### src/rtl/ts_bolucu_genel_if.sv
// Request/result handshake bundle for the iterative divider.
// The divider connects through the slave modport; the requester uses master.
interface ts_bolucu_genel_if #(
  parameter int GENISLIK = 32
);
  logic                istek_gecerli;
  logic                istek_hazir;
  logic [GENISLIK-1:0] bolunen;
  logic [GENISLIK-1:0] bolen;
  logic [1:0]          islem;
  logic                sonuc_gecerli;
  logic                sonuc_hazir;
  logic [GENISLIK-1:0] sonuc;

  modport master (
    output istek_gecerli, bolunen, bolen, islem, sonuc_hazir,
    input  istek_hazir, sonuc_gecerli, sonuc
  );

  modport slave (
    input  istek_gecerli, bolunen, bolen, islem, sonuc_hazir,
    output istek_hazir, sonuc_gecerli, sonuc
  );
endinterface

### src/rtl/ts_bolucu_genel.sv
// Iterative restoring divider for RISC-V DIV/DIVU/REM/REMU, resolving
// ADIM_BIT quotient bits per cycle, with early-out and flush support.
module ts_bolucu_genel #(
  parameter int GENISLIK    = 32,
  parameter int ADIM_BIT    = 2,
  parameter bit ERKEN_CIKIS = 1'b1
) (
  input  logic              clk_i,
  input  logic              rst_i,
  input  logic              iptal_i,
  output logic              mesgul_o,
  ts_bolucu_genel_if.slave  bus
);

  localparam int N  = GENISLIK / ADIM_BIT;
  localparam int SW = $clog2(N) + 1;
  localparam logic [GENISLIK-1:0] EN_NEGATIF = {1'b1, {(GENISLIK-1){1'b0}}};

  typedef enum logic [1:0] {BOS, HESAP, DUZELT, SONUC} durum_t;

  durum_t              durum, durum_sonraki;
  logic [SW-1:0]       sayac;
  logic [GENISLIK-1:0] bolum, kalan, bolen_mag, sonuc;
  logic                q_isaret, r_isaret, kalan_sec;

  // Acceptance-time decode of the raw operands
  logic                kabul, isaretli, a_neg, b_neg;
  logic [GENISLIK-1:0] a_mag, b_mag;
  logic                sifir_bolen, tasma, erken, ozel;
  logic [GENISLIK-1:0] ozel_sonuc;

  assign kabul    = bus.istek_gecerli & (durum == BOS) & ~iptal_i;
  assign isaretli = ~bus.islem[0];
  assign a_neg    = isaretli & bus.bolunen[GENISLIK-1];
  assign b_neg    = isaretli & bus.bolen[GENISLIK-1];
  assign a_mag    = a_neg ? -bus.bolunen : bus.bolunen;
  assign b_mag    = b_neg ? -bus.bolen   : bus.bolen;

  assign sifir_bolen = (bus.bolen == '0);
  assign tasma       = isaretli & (bus.bolunen == EN_NEGATIF) & (bus.bolen == '1);
  assign erken       = ERKEN_CIKIS & (a_mag < b_mag);
  assign ozel        = sifir_bolen | tasma | erken;

  always_comb begin
    // NOTE: every always_comb output gets a default first so no path leaves it unassigned and infers a latch.
    ozel_sonuc = '0;
    if (sifir_bolen)
      ozel_sonuc = bus.islem[1] ? bus.bolunen : '1;
    else if (tasma)
      ozel_sonuc = bus.islem[1] ? '0 : EN_NEGATIF;
    else
      ozel_sonuc = bus.islem[1] ? bus.bolunen : '0;
  end

  // Shift-subtract chain: the trial remainder is one bit wider than the
  // divisor so the borrow is always bit GENISLIK, even for divisors >= 2^(GENISLIK-1).
  logic [GENISLIK-1:0] bolum_c, kalan_c;
  logic [GENISLIK:0]   kaydir, deneme;

  always_comb begin
    bolum_c = bolum;
    kalan_c = kalan;
    kaydir  = '0;
    deneme  = '0;
    // NOTE: blocking assignments here are intentional; each loop pass feeds the next within the same cycle.
    for (int i = 0; i < ADIM_BIT; i++) begin
      kaydir  = {kalan_c, bolum_c[GENISLIK-1]};
      deneme  = kaydir - {1'b0, bolen_mag};
      bolum_c = {bolum_c[GENISLIK-2:0], ~deneme[GENISLIK]};
      kalan_c = deneme[GENISLIK] ? kaydir[GENISLIK-1:0] : deneme[GENISLIK-1:0];
    end
  end

  always_comb begin
    durum_sonraki = durum;
    case (durum)
      BOS:     if (kabul) durum_sonraki = ozel ? SONUC : HESAP;
      HESAP:   if (sayac == SW'(1)) durum_sonraki = DUZELT;
      DUZELT:  durum_sonraki = SONUC;
      SONUC:   if (bus.sonuc_hazir) durum_sonraki = BOS;
      default: durum_sonraki = BOS;
    endcase
    if (iptal_i) durum_sonraki = BOS;
  end

  always_ff @(posedge clk_i) begin
    if (rst_i) durum <= BOS;
    else       durum <= durum_sonraki;
  end

  always_ff @(posedge clk_i) begin
    if (rst_i) begin
      sayac     <= '0;
      bolum     <= '0;
      kalan     <= '0;
      bolen_mag <= '0;
      sonuc     <= '0;
      q_isaret  <= 1'b0;
      r_isaret  <= 1'b0;
      kalan_sec <= 1'b0;
    end else if (!iptal_i) begin
      case (durum)
        BOS: if (kabul) begin
          bolum     <= a_mag;
          kalan     <= '0;
          bolen_mag <= b_mag;
          sayac     <= SW'(N);
          q_isaret  <= a_neg ^ b_neg;
          r_isaret  <= a_neg;
          kalan_sec <= bus.islem[1];
          if (ozel) sonuc <= ozel_sonuc;
        end
        HESAP: begin
          bolum <= bolum_c;
          kalan <= kalan_c;
          sayac <= sayac - SW'(1);
        end
        DUZELT: begin
          if (kalan_sec) sonuc <= r_isaret ? -kalan : kalan;
          else           sonuc <= q_isaret ? -bolum : bolum;
        end
        default: ;
      endcase
    end
  end

  assign bus.istek_hazir   = (durum == BOS);
  assign bus.sonuc_gecerli = (durum == SONUC);
  assign bus.sonuc         = sonuc;
  assign mesgul_o          = (durum != BOS);

endmodule

### src/flat_wrapper.sv
// flat-port wrapper written by rule: the top's interface ports become plain ports
module ts_bolucu_genel_flat 
#(
  parameter int GENISLIK    = 32,
  parameter int ADIM_BIT    = 2,
  parameter bit ERKEN_CIKIS = 1'b1
)
  (clk_i, rst_i, iptal_i, mesgul_o, bus_istek_gecerli, bus_bolunen, bus_bolen, bus_islem, bus_sonuc_hazir, bus_istek_hazir, bus_sonuc_gecerli, bus_sonuc);
  ts_bolucu_genel_if #(.GENISLIK(GENISLIK)) bus_i ();
  input  logic clk_i;
  input  logic rst_i;
  input  logic iptal_i;
  output logic mesgul_o;
  input wire logic [$bits(bus_i.istek_gecerli)-1:0] bus_istek_gecerli;
  input wire logic [$bits(bus_i.bolunen)-1:0] bus_bolunen;
  input wire logic [$bits(bus_i.bolen)-1:0] bus_bolen;
  input wire logic [$bits(bus_i.islem)-1:0] bus_islem;
  input wire logic [$bits(bus_i.sonuc_hazir)-1:0] bus_sonuc_hazir;
  output wire logic [$bits(bus_i.istek_hazir)-1:0] bus_istek_hazir;
  output wire logic [$bits(bus_i.sonuc_gecerli)-1:0] bus_sonuc_gecerli;
  output wire logic [$bits(bus_i.sonuc)-1:0] bus_sonuc;
  assign bus_i.istek_gecerli = bus_istek_gecerli;
  assign bus_i.bolunen = bus_bolunen;
  assign bus_i.bolen = bus_bolen;
  assign bus_i.islem = bus_islem;
  assign bus_i.sonuc_hazir = bus_sonuc_hazir;
  assign bus_istek_hazir = bus_i.istek_hazir;
  assign bus_sonuc_gecerli = bus_i.sonuc_gecerli;
  assign bus_sonuc = bus_i.sonuc;
  ts_bolucu_genel #(.GENISLIK(GENISLIK), .ADIM_BIT(ADIM_BIT), .ERKEN_CIKIS(ERKEN_CIKIS)) u_core (.clk_i(clk_i), .rst_i(rst_i), .iptal_i(iptal_i), .mesgul_o(mesgul_o), .bus(bus_i));
endmodule
### config.mk
export PLATFORM = sky130hd
export DESIGN_NAME = ts_bolucu_genel_flat
export DESIGN_NICKNAME = d
export VERILOG_FILES = /design/src/rtl/ts_bolucu_genel_if.sv /design/src/rtl/ts_bolucu_genel.sv /design/src/flat_wrapper.sv
export SDC_FILE = /design/constraint.sdc
export NUM_CORES = 1
export LEC_CHECK = 0
export BUFFER_PORTS_ARGS = -buffer_cell sky130_fd_sc_hd__buf_4
export CORE_MARGIN = 1
export CORE_UTILIZATION = 46
export DETAILED_ROUTE_END_ITERATION = 8
export PLACE_DENSITY_LB_ADDON = 0.12
export SETUP_SLACK_MARGIN = 0.02
export SLEW_MARGIN = 20
export SYNTH_ARGS = -nofsm -noshare
export SYNTH_HDL_FRONTEND = slang
export SYNTH_SLANG_ARGS = --single-unit
### constraint.sdc
create_clock -name clk_i -period 12.7 [get_ports clk_i]
set_input_delay 0.635 -clock clk_i [delete_from_list [all_inputs] [get_ports clk_i]]
set_output_delay 0.635 -clock clk_i [all_outputs]
set_load 0.1 [all_outputs]
Yosys cells after proc, flatten, opt, wreduce, memory -nomap -nowiden
Cells that the tools add are included.
{ "totals": {"mem_bits_rw": 0, "latchBits": 0, "reg_bits": 138, "n_memories": 0, "romBits": 0, "output_inout_bits": 35} }
{ "op_classes": {"div": 0, "shifts": 0, "mul": 0, "muxes": 26, "reduce_logical": 10, "bitwise_logic": 13, "order_cmp": 1, "addsub": 7, "eq_ne": 10} }
{ "op_table": {"columns": ["cell", "n"], "rows": [
  ["32-bit 2-to-1 mux", 16],
  ["32-bit case mux with 2 select lines", 3],
  ["32-bit negation", 4],
  ["33-bit by 32-bit subtractor with 33-bit output", 2],
  ["32-bit equality test, second input constant", 2],
  ["32-bit zero test", 1],
  ["32-bit < comparator", 1],
  ["5-bit case mux with 2 select lines", 1],
  ["3-bit AND reduction", 3],
  ["2-bit 2-to-1 mux", 4],
  ["2-bit case mux with 4 select lines", 1],
  ["1-bit AND", 6],
  ["2-bit by 1-bit != test with 1-bit output, second input constant", 3],
  ["2-bit nonzero test", 3],
  ["5-bit by 1-bit equality test with 1-bit output, second input constant", 1],
  ["5-bit 2-to-1 mux", 1],
  ["5-bit by 1-bit subtractor with 5-bit output, second input constant", 1],
  ["2-bit equality test, second input constant", 2],
  ["1-bit inverter", 4],
  ["4-bit AND reduction", 1],
  ["2-bit by 1-bit equality test with 1-bit output, second input constant", 1],
  ["2-bit zero test", 1],
  ["2-bit != test, second input constant", 1],
  ["1-bit OR", 2],
  ["other kinds (2)", 2]
]} }

Longest topological paths before layout
Gate-level depths: netlist of run 1.
{ "logic_depth": {"depth_word": 8, "ltp_mapped": 28, "ltp_nobuf": 25} }

Least setup slack after synthesis of run 1
No wires, ideal clock.
{ "synth_path": {"path_kind": "register -> register", "startpoint": "reg u_core.bolen_mag[17]", "endpoint": "reg u_core.kalan[10]", "required_time_ns": 12.572, "slack_ns": 7.061, "arrival_time_ns": 5.511, "n_path_buf": 3, "setup_ns": 0.128, "period_less_slack_ns": 5.639, "stages_incl_launch_ff": 26, "path_cell_list": "dfxtp_1 -> inv_1 -> ha_1 -> a211oi_1 -> o21bai_1 -> a221o_1 -> a21bo_2 -> a31oi_4 -> o211ai_1 -> xor2_1 -> buf_2 -> mux2_2 -> ha_1 -> clkbuf_1 -> o21a_1 -> o211ai_1 -> a31o_2 -> a211oi_1 -> o211ai_1 -> a221o_1 -> o21ai_1 -> a21oi_1 -> xor2_4 -> buf_6 -> mux2i_1 -> o21ai_1"} }
{ "synth_via": {"elab_chain_len": 5} }
{ "synth_rtl": {"columns": ["element", "line", "rtl"], "rows": [
  ["start: declaration", "ts_bolucu_genel.sv:23", "logic [GENISLIK-1:0] bolum, kalan, bolen_mag, sonuc;"],
  ["start signal: assignment", "ts_bolucu_genel.sv:106", "bolen_mag <= b_mag;"],
  ["33-bit by 32-bit subtractor with 33-bit output", "ts_bolucu_genel.sv:68", "deneme = kaydir - {1'b0, bolen_mag};"],
  ["32-bit 2-to-1 mux", "ts_bolucu_genel.sv:70", "kalan_c = deneme[GENISLIK] ? kaydir[GENISLIK-1:0] : deneme[GENISLIK-1:0];"],
  ["33-bit by 32-bit subtractor with 33-bit output", "ts_bolucu_genel.sv:68", null],
  ["32-bit 2-to-1 mux *", "ts_bolucu_genel.sv:70", null],
  ["32-bit case mux with 2 select lines *", "ts_bolucu_genel.sv:102", "case (durum)"],
  ["end signal: assignment", "ts_bolucu_genel.sv:115", "kalan <= kalan_c;"],
  ["end: declaration", "ts_bolucu_genel.sv:23", null]
]} }
Mark *: on every way between the ends. The rest lies on a longest branch, timed or not.
A chain may end at the register's enable or synchronous reset.

Final worst setup path of run 1
{ "layout_path": {"startpoint": "reg u_core.bolum[31]", "endpoint": "reg u_core.kalan[2]"} }
{ "layout_via": {"elab_chain_len": 5} }
{ "layout_rtl": {"columns": ["element", "line", "rtl"], "rows": [
  ["start: declaration", "ts_bolucu_genel.sv:23", null],
  ["start signal: assignment", "ts_bolucu_genel.sv:104", "bolum <= a_mag;"],
  ["start signal: assignment", "ts_bolucu_genel.sv:114", "bolum <= bolum_c;"],
  ["33-bit by 32-bit subtractor with 33-bit output", "ts_bolucu_genel.sv:68", null],
  ["32-bit 2-to-1 mux *", "ts_bolucu_genel.sv:70", null],
  ["33-bit by 32-bit subtractor with 33-bit output", "ts_bolucu_genel.sv:68", null],
  ["32-bit 2-to-1 mux *", "ts_bolucu_genel.sv:70", null],
  ["32-bit case mux with 2 select lines *", "ts_bolucu_genel.sv:102", null]
]} }
Marks and branches as above.

==> results.py, run 1 <==
metrics = {
    "run_status": {
        "outcome": "finished clean",
    },
    "place": {
        "placed_cells": 2126,
        "hpwlAfterDp_um": 33700,
        "pre_cts_ws_ns": 5.92,
        "dpl-instance-area_mm2": 0.0141,
        "gp_congestion": 0.941,
        "io_buffers": 105,
    },
    "floorplan": {
        "core_mm2": 0.0279,
        "io_pins": 106,
        "fp-row-count": 61,
        "die_area_mm2": 0.0292,
        "start_util_pct": 47.0,
        "fp.dieW_um": 171,
        "fp.dieH_um": 171,
    },
    "run": {
        "maxCapViolCount": 0,
    },
    "cts": {
        "cts_root_buffer": "clkbuf_16",
        "cts_inserted_buffers": 17,
        "cts_setup_buffers": 0,
        "clkSinkCount": 138,
        "clock_path_buffers": 2,
        "insertion_delay_ns": 0.44,
        "cts_hold_buf": 0,
        "post_cts_resized": 0,
        "cts_tree": "done",
        "htree_levels": 4,
        "clkTransAtPathRegs_ns": 0.07,
    },
    "drt": {
        "met1_length_um": 20200,
        "ant_nets": 0,
        "routedWlPerCell_um": 20.2,
        "wl_um": 43500,
        "highest_layer": "met4",
        "via_count": 13065,
        "drc": 0,
        "via_per_inst": 6.05,
        "dr.pass1.iters": 8,
        "route.met3.wl_um": 2580,
        "route.met2.wl_um": 19400,
        "drtIter0Drc": 1096,
    },
    "worst_setup_path": {
        "r2r_cells": 26,
        "worst_ep_required_time_ns": 12.98,
        "end_kind": "flip-flop",
        "path_class": "flip-flop to flip-flop",
        "crit_fanout": 40,
        "critical_path.startpoint_type": "flip-flop",
        "arrival_ns": 7.17,
    },
    "global_routing": {
        "grt_pass1_wl_um": 68300,
        "grt_max_degree": 63,
        "grt_pass1_vias": 12046,
        "track_usage_pct": 30.2,
        "antenna_found_initial": 0,
        "grt_remaining_overflow": 0,
    },
    "sta": {
        "tightest_slew_ns": 0.874,
        "timing.final.crit_period_ns": 6.89,
        "clock_skew_ns": 0.0159,
        "rsz0062_at_grt": "no",
        "fin_ws_ns": 5.81,
        "hold_viol": 0,
        "tns_ns": 0,
        "slew_headroom_pct": 41.6,
        "drv_slew": 0,
        "timing.hold.ws_ns": 0.462,
        "finalSetupViolCount": 0,
        "finalCritPeriodShare_pct": 54.3,
        "fmax_mhz": 145,
    },
    "yosys": {
        "synthSimpleGateAreaFrac_pct": 20.9,
        "synth_common_cells": "151 x nand2_1, 142 x nor2_1, 138 x dfxtp_1",
        "synth_top_family_by_area": "compound AO/OA/AOI/OAI gates",
        "synth-edff-count": 0,
        "postSynthAreaPerCell_um2": 7.61,
        "synth_mux_area_share_pct": 4.60,
        "async_reset_ff_share_pct": 0,
        "synth_area_leader_cell": "dfxtp_1",
        "netlist.area_leader.share_pct": 21.0,
        "syn_inst": 1724,
        "syn-num-nets": 1903,
        "synth-compound-area-share_pct": 25.8,
        "synth-xor-area-share_pct": 12.2,
        "synth.cell_area_mm2": 0.0131,
        "ys_types": 74,
        "synthFlopType": "dfxtp_1",
        "yosysSeqAreaShare_pct": 21.0,
        "synth_area_leaders": "dfxtp_1 21%, ha_1 10%, xnor2_1 6.9%, o21ai_0 5.2%, xor2_1 5.1%",
        "yosysMostFrequentCell": "nand2_1",
        "yosys.area_share.adder_pct": 10.4,
        "ys_ff_latch": 138,
        "synth_warnings": 0,
    },
    "hold_path": {
        "hold_depth": 3,
        "hold_path.class": "primary input to flip-flop",
    },
    "layout": {
        "area_delta_synth_final_pct": 12.0,
        "final_area_mm2": 0.0147,
        "fin_cells": 2158,
        "drive_gt1_share_pct": 12.0,
        "antenna_cells": 0,
        "nNetsFinal": 1946,
        "fillers": 2729,
    },
    "pwr": {
        "power_density_mw_per_mm2": 170,
        "switching_share_pct": 44.9,
        "p_switching_mw": 1.13,
        "internal_power_mw": 1.38,
        "p_comb_share_pct": 60.5,
        "pwr-share-clk_pct": 19.5,
        "p_seq_share_pct": 20.0,
        "ir_drop_v": 0.000138,
        "p_leak_nw": 5.72,
    },
}
==> registers in the layout, summed over array words and instances (netlist names) <==
name and cells:
u_core.bolen_mag 32, u_core.bolum 32, u_core.bus.sonuc 32, u_core.durum 2, u_core.kalan 32, u_core.kalan_sec 1
u_core.q_isaret 1, u_core.r_isaret 1, u_core.sayac 5
==> final cells by class <==
type | count | area (um2) | area share [%]
clock buffers | 23 | 498 | 3.39
clock inverters | 9 | 62.6 | 0.426
inverters | 68 | 255 | 1.74
multi-input cells | 1423 | 9750 | 66.4
flip-flops and latches | 138 | 2760 | 18.8
well taps | 378 | 473 | 3.22
repair buffers | 119 | 893 | 6.08
==> per-stage QoR <==
step	util [%]	total power [mW]
global placement	50.6	1.99
CTS	52.6	2.50
finish	52.6	2.51
detailed placement	50.6	2.01
floorplan	-	1.74
global route	52.6	2.67
==> critical path, stage by stage (launching register included) <==
cell,delay (ns)
dfxtp_1,0.36
inv_1,0.08
ha_1,0.19
inv_1,0.07
fa_1,0.24
a211oi_1,0.10
o211ai_1,0.27
nand2_1,0.15
a21oi_2,0.32
a31oi_4,0.16
o211ai_1,0.40
xor2_4,0.16
buf_4,0.43
mux2_2,0.40
ha_1,0.40
o21a_1,0.16
o211ai_1,0.08
a31o_2,0.24
a211oi_1,0.43
o211ai_1,0.25
a221o_1,0.42
o21ai_1,0.15
a21oi_1,0.16
xor2_4,0.23
buf_4,0.51
mux2i_1,0.25
o21ai_0,0.09
==> worst paths after layout <==
path / from / to / slack [ns]
worst max-delay path: u_core.bolum[31]$_SDFFE_PP0P_ / u_core.kalan[2]$_SDFFE_PP0P_ / 5.81
worst min-delay path: bus_islem[1] / u_core.kalan_sec$_SDFFE_PP0P_ / 0.46
worst max register to register: u_core.bolum[31]$_SDFFE_PP0P_ / u_core.kalan[2]$_SDFFE_PP0P_ / 5.81
worst min register to register: u_core.sayac[1]$_SDFFE_PP0P_ / u_core.sayac[1]$_SDFFE_PP0P_ / 0.48
==> routing by layer <==
layer / global-route usage [%] / up-vias
li1: - / 6373
met1: 41.5 / 6152
met2: 48.3 / 466
met3: 3.68 / 74
met4: 10.5 / 0
met5: 0 / -
==> kinds of logic after synthesis <==
family / Yosys count
simple gates: 556
compound gates: 521
xor+xnor: 181
buf+inv: 163
flops: 138
fa+ha+maj: 108
mux: 57
==> power groups by stage <==
stage / Sequential (mW) / Clock (mW) / Combinational (mW)
5_1_grt: 0.506 / 0.508 / 1.65
2_1_floorplan: 0.571 / 0 / 1.17
3_5_place_dp: 0.510 / 0 / 1.50
6_report: 0.502 / 0.488 / 1.52
3_3_place_gp: 0.510 / 0 / 1.48
4_1_cts: 0.501 / 0.492 / 1.50
==> cell usage in the layout, fill, tap and decap left out, drive strengths merged, types with 13 or more instances in the layout <==
| cell | count |
|---|---|
| o21ai | 166 |
| nor2 | 143 |
| nand4 | 23 |
| xnor2 | 103 |
| nand3b | 25 |
| clkbuf | 23 |
| o31ai | 31 |
| o211ai | 28 |
| o41ai | 13 |
| a211oi | 42 |
| nor3 | 76 |
| a21o | 30 |
| nand2b | 31 |
| inv | 70 |
| xor2 | 78 |
| or4 | 18 |
| buf | 119 |
| dfxtp | 138 |
| mux2i | 33 |
| nand3 | 29 |
| ha | 106 |
| mux2 | 24 |
| a31oi | 22 |
| a21oi | 107 |
| nand2 | 152 |
Power figures use the tool's default switching activity.
==> inputs of run 2 (changes only) <==
- clock period: 12.7 -> 5.75 ns (I/O delays scaled with it)
==> results.py, run 2 (synthesis gave the netlist of run 1 again) <==
metrics = {
    "cts": {
        "clock_path_buffers": 2,
        "insertion_delay_ns": 0.43,
        "cts_tree": "done",
        "clkSinkCount": 138,
        "cts_inserted_buffers": 17,
        "htree_levels": 4,
        "cts_root_buffer": "clkbuf_16",
        "clkTransAtPathRegs_ns": 0.07,
    },
    "worst_setup_path": {
        "crit_fanout": 8,
        "end_kind": "flip-flop",
        "path_class": "flip-flop to flip-flop",
        "worst_ep_required_time_ns": 6.04,
        "arrival_ns": 5.96,
        "cp.buffers_inverters": 8,
        "critical_path.startpoint_type": "flip-flop",
        "critPathTopFamily": "compound AO/OA/AOI/OAI gates",
        "crit_slowest_cell": "fa_2",
        "crit_path_frequent_cell": "buf_12",
        "slowest_delay_ns": 0.41,
    },
    "drt": {
        "highest_layer": "met4",
        "dr.pass1.iters": 5,
        "via_per_inst": 6.04,
        "routedWlPerCell_um": 20.4,
        "route.met3.wl_um": 2790,
        "drtIter0Drc": 1022,
        "drc": 0,
        "met1_length_um": 20800,
        "via_count": 13609,
        "route.met2.wl_um": 21400,
        "ant_nets": 0,
        "wl_um": 45900,
    },
    "floorplan": {
        "core_mm2": 0.0279,
        "die_area_mm2": 0.0292,
        "start_util_pct": 47.0,
        "fp.dieW_um": 171,
        "fp-row-count": 61,
        "io_pins": 106,
        "fp.dieH_um": 171,
    },
    "run_status": {
        "outcome": "finished clean",
    },
    "layout": {
        "nNetsFinal": 2041,
        "final_common_cell": "buf_4",
        "area_delta_synth_final_pct": 20.3,
        "drive_gt1_share_pct": 17.8,
        "final_cell_mix": "201 x buf_4, 150 x nand2_1, 139 x nor2_1, 135 x dfxtp_1, 133 x o21ai_0",
        "antenna_cells": 0,
        "fillers": 2707,
    },
    "place": {
        "hpwlAfterDp_um": 35000,
        "gp_congestion": 0.958,
        "pre_cts_ws_ns": -0.256,
        "io_buffers": 105,
    },
    "sta": {
        "rsz0062_at_grt": "yes",
        "timing.final.crit_period_ns": 5.66,
        "hold_viol": 0,
        "finalCritPeriodShare_pct": 98.5,
        "drv_slew": 0,
        "slew_headroom_pct": 22.6,
        "tightest_slew_ns": 1.16,
        "timing.hold.ws_ns": 0.122,
        "finalSetupViolCount": 0,
        "fin_ws_ns": 0.0851,
        "fmax_mhz": 177,
        "clock_skew_ns": 0.0143,
    },
    "hold_path": {
        "hold_path.class": "primary input to flip-flop",
    },
    "global_routing": {
        "grt_pass1_wl_um": 70600,
        "grt_max_degree": 66,
        "track_usage_pct": 31.1,
        "grt_pass1_vias": 12618,
        "grt_remaining_overflow": 0,
        "antenna_found_initial": 0,
    },
    "run": {
        "maxCapViolCount": 0,
    },
    "pwr": {
        "power_density_mw_per_mm2": 416,
        "p_leak_nw": 6.27,
        "ir_drop_v": 0.000368,
    },
}
[run 2: cell count changes in the layout (fill, tap and decap cells not counted), moves of 4 or more]
cell	previous run	this run
buf_12	0	6
buf_4	119	201
buf_6	0	4
clkbuf_8	5	1
ha_1	105	98
ha_4	0	7
[run 2: metal layers]
metal / vias to the layer above / GRT usage, %
li1: 6560 / -
met1: 6495 / 42.1
met2: 489 / 52.2
met3: 65 / 3.26
met4: 0 / 8.31
met5: - / 0
[run 2: final timing paths]
kind,startpoint,endpoint,slack (ns),depth (start not counted)
setup / recovery,u_core.bolum[31]$_SDFFE_PP0P_,u_core.kalan[22]$_SDFFE_PP0P_,0.09,31
setup reg to reg,u_core.bolum[31]$_SDFFE_PP0P_,u_core.kalan[22]$_SDFFE_PP0P_,0.09,31
hold / removal,bus_islem[1],u_core.kalan_sec$_SDFFE_PP0P_,0.12,3
hold reg to reg,u_core.kalan_sec$_SDFFE_PP0P_,u_core.kalan_sec$_SDFFE_PP0P_,0.46,2
[run 2: cell type report]
class                      instances  area (um2)  share of cell area (%)
inverter                          68         255                    1.62
sequential                       138        2770                    17.5
timing repair buffer             214        1750                    11.1
clock buffer                      19         443                    2.80
clock inverter                    13         166                    1.05
tap                              378         473                    2.99
multi-input combinational       1423        9940                    62.9
[run 2: power by group]
part,total [mW],switching (mW),internal (mW)
Combinational,4.28,2.26,2.03
Clock,1.19,0.490,0.699
Sequential,1.10,0.0698,1.03
[run 2: through the flow]
stage | power (mW) | area (um2) | cells | setup TNS [ns] | util [%]
2_1_floorplan | 3.84 | 13100 | 1724 | 0 | -
3_3_place_gp | 4.67 | 14800 | 2206 | -2.86 | 52.9
5_1_grt | 6.91 | 15800 | 2253 | -2.45 | 56.5
6_report | 6.57 | 15800 | 2253 | 0 | 56.5
4_1_cts | 6.27 | 15500 | 2242 | 0 | 55.5
3_5_place_dp | 4.71 | 14800 | 2206 | -6.75 | 52.9
[run 2: repair_timing]
action / in CTS / in global routing
endpoints found under the setup margin: 33 / 33
gates cloned: 2 / 1
hold buffers: 0 / 0
buffers inserted: 2 / 10
pin swaps: 3 / 17
resized for setup: 6 / 40
[run 2: worst min-delay path, cell delays in order]
cell     delay, ns
buf_4         0.12
nand2_1       0.05
a21oi_1       0.05
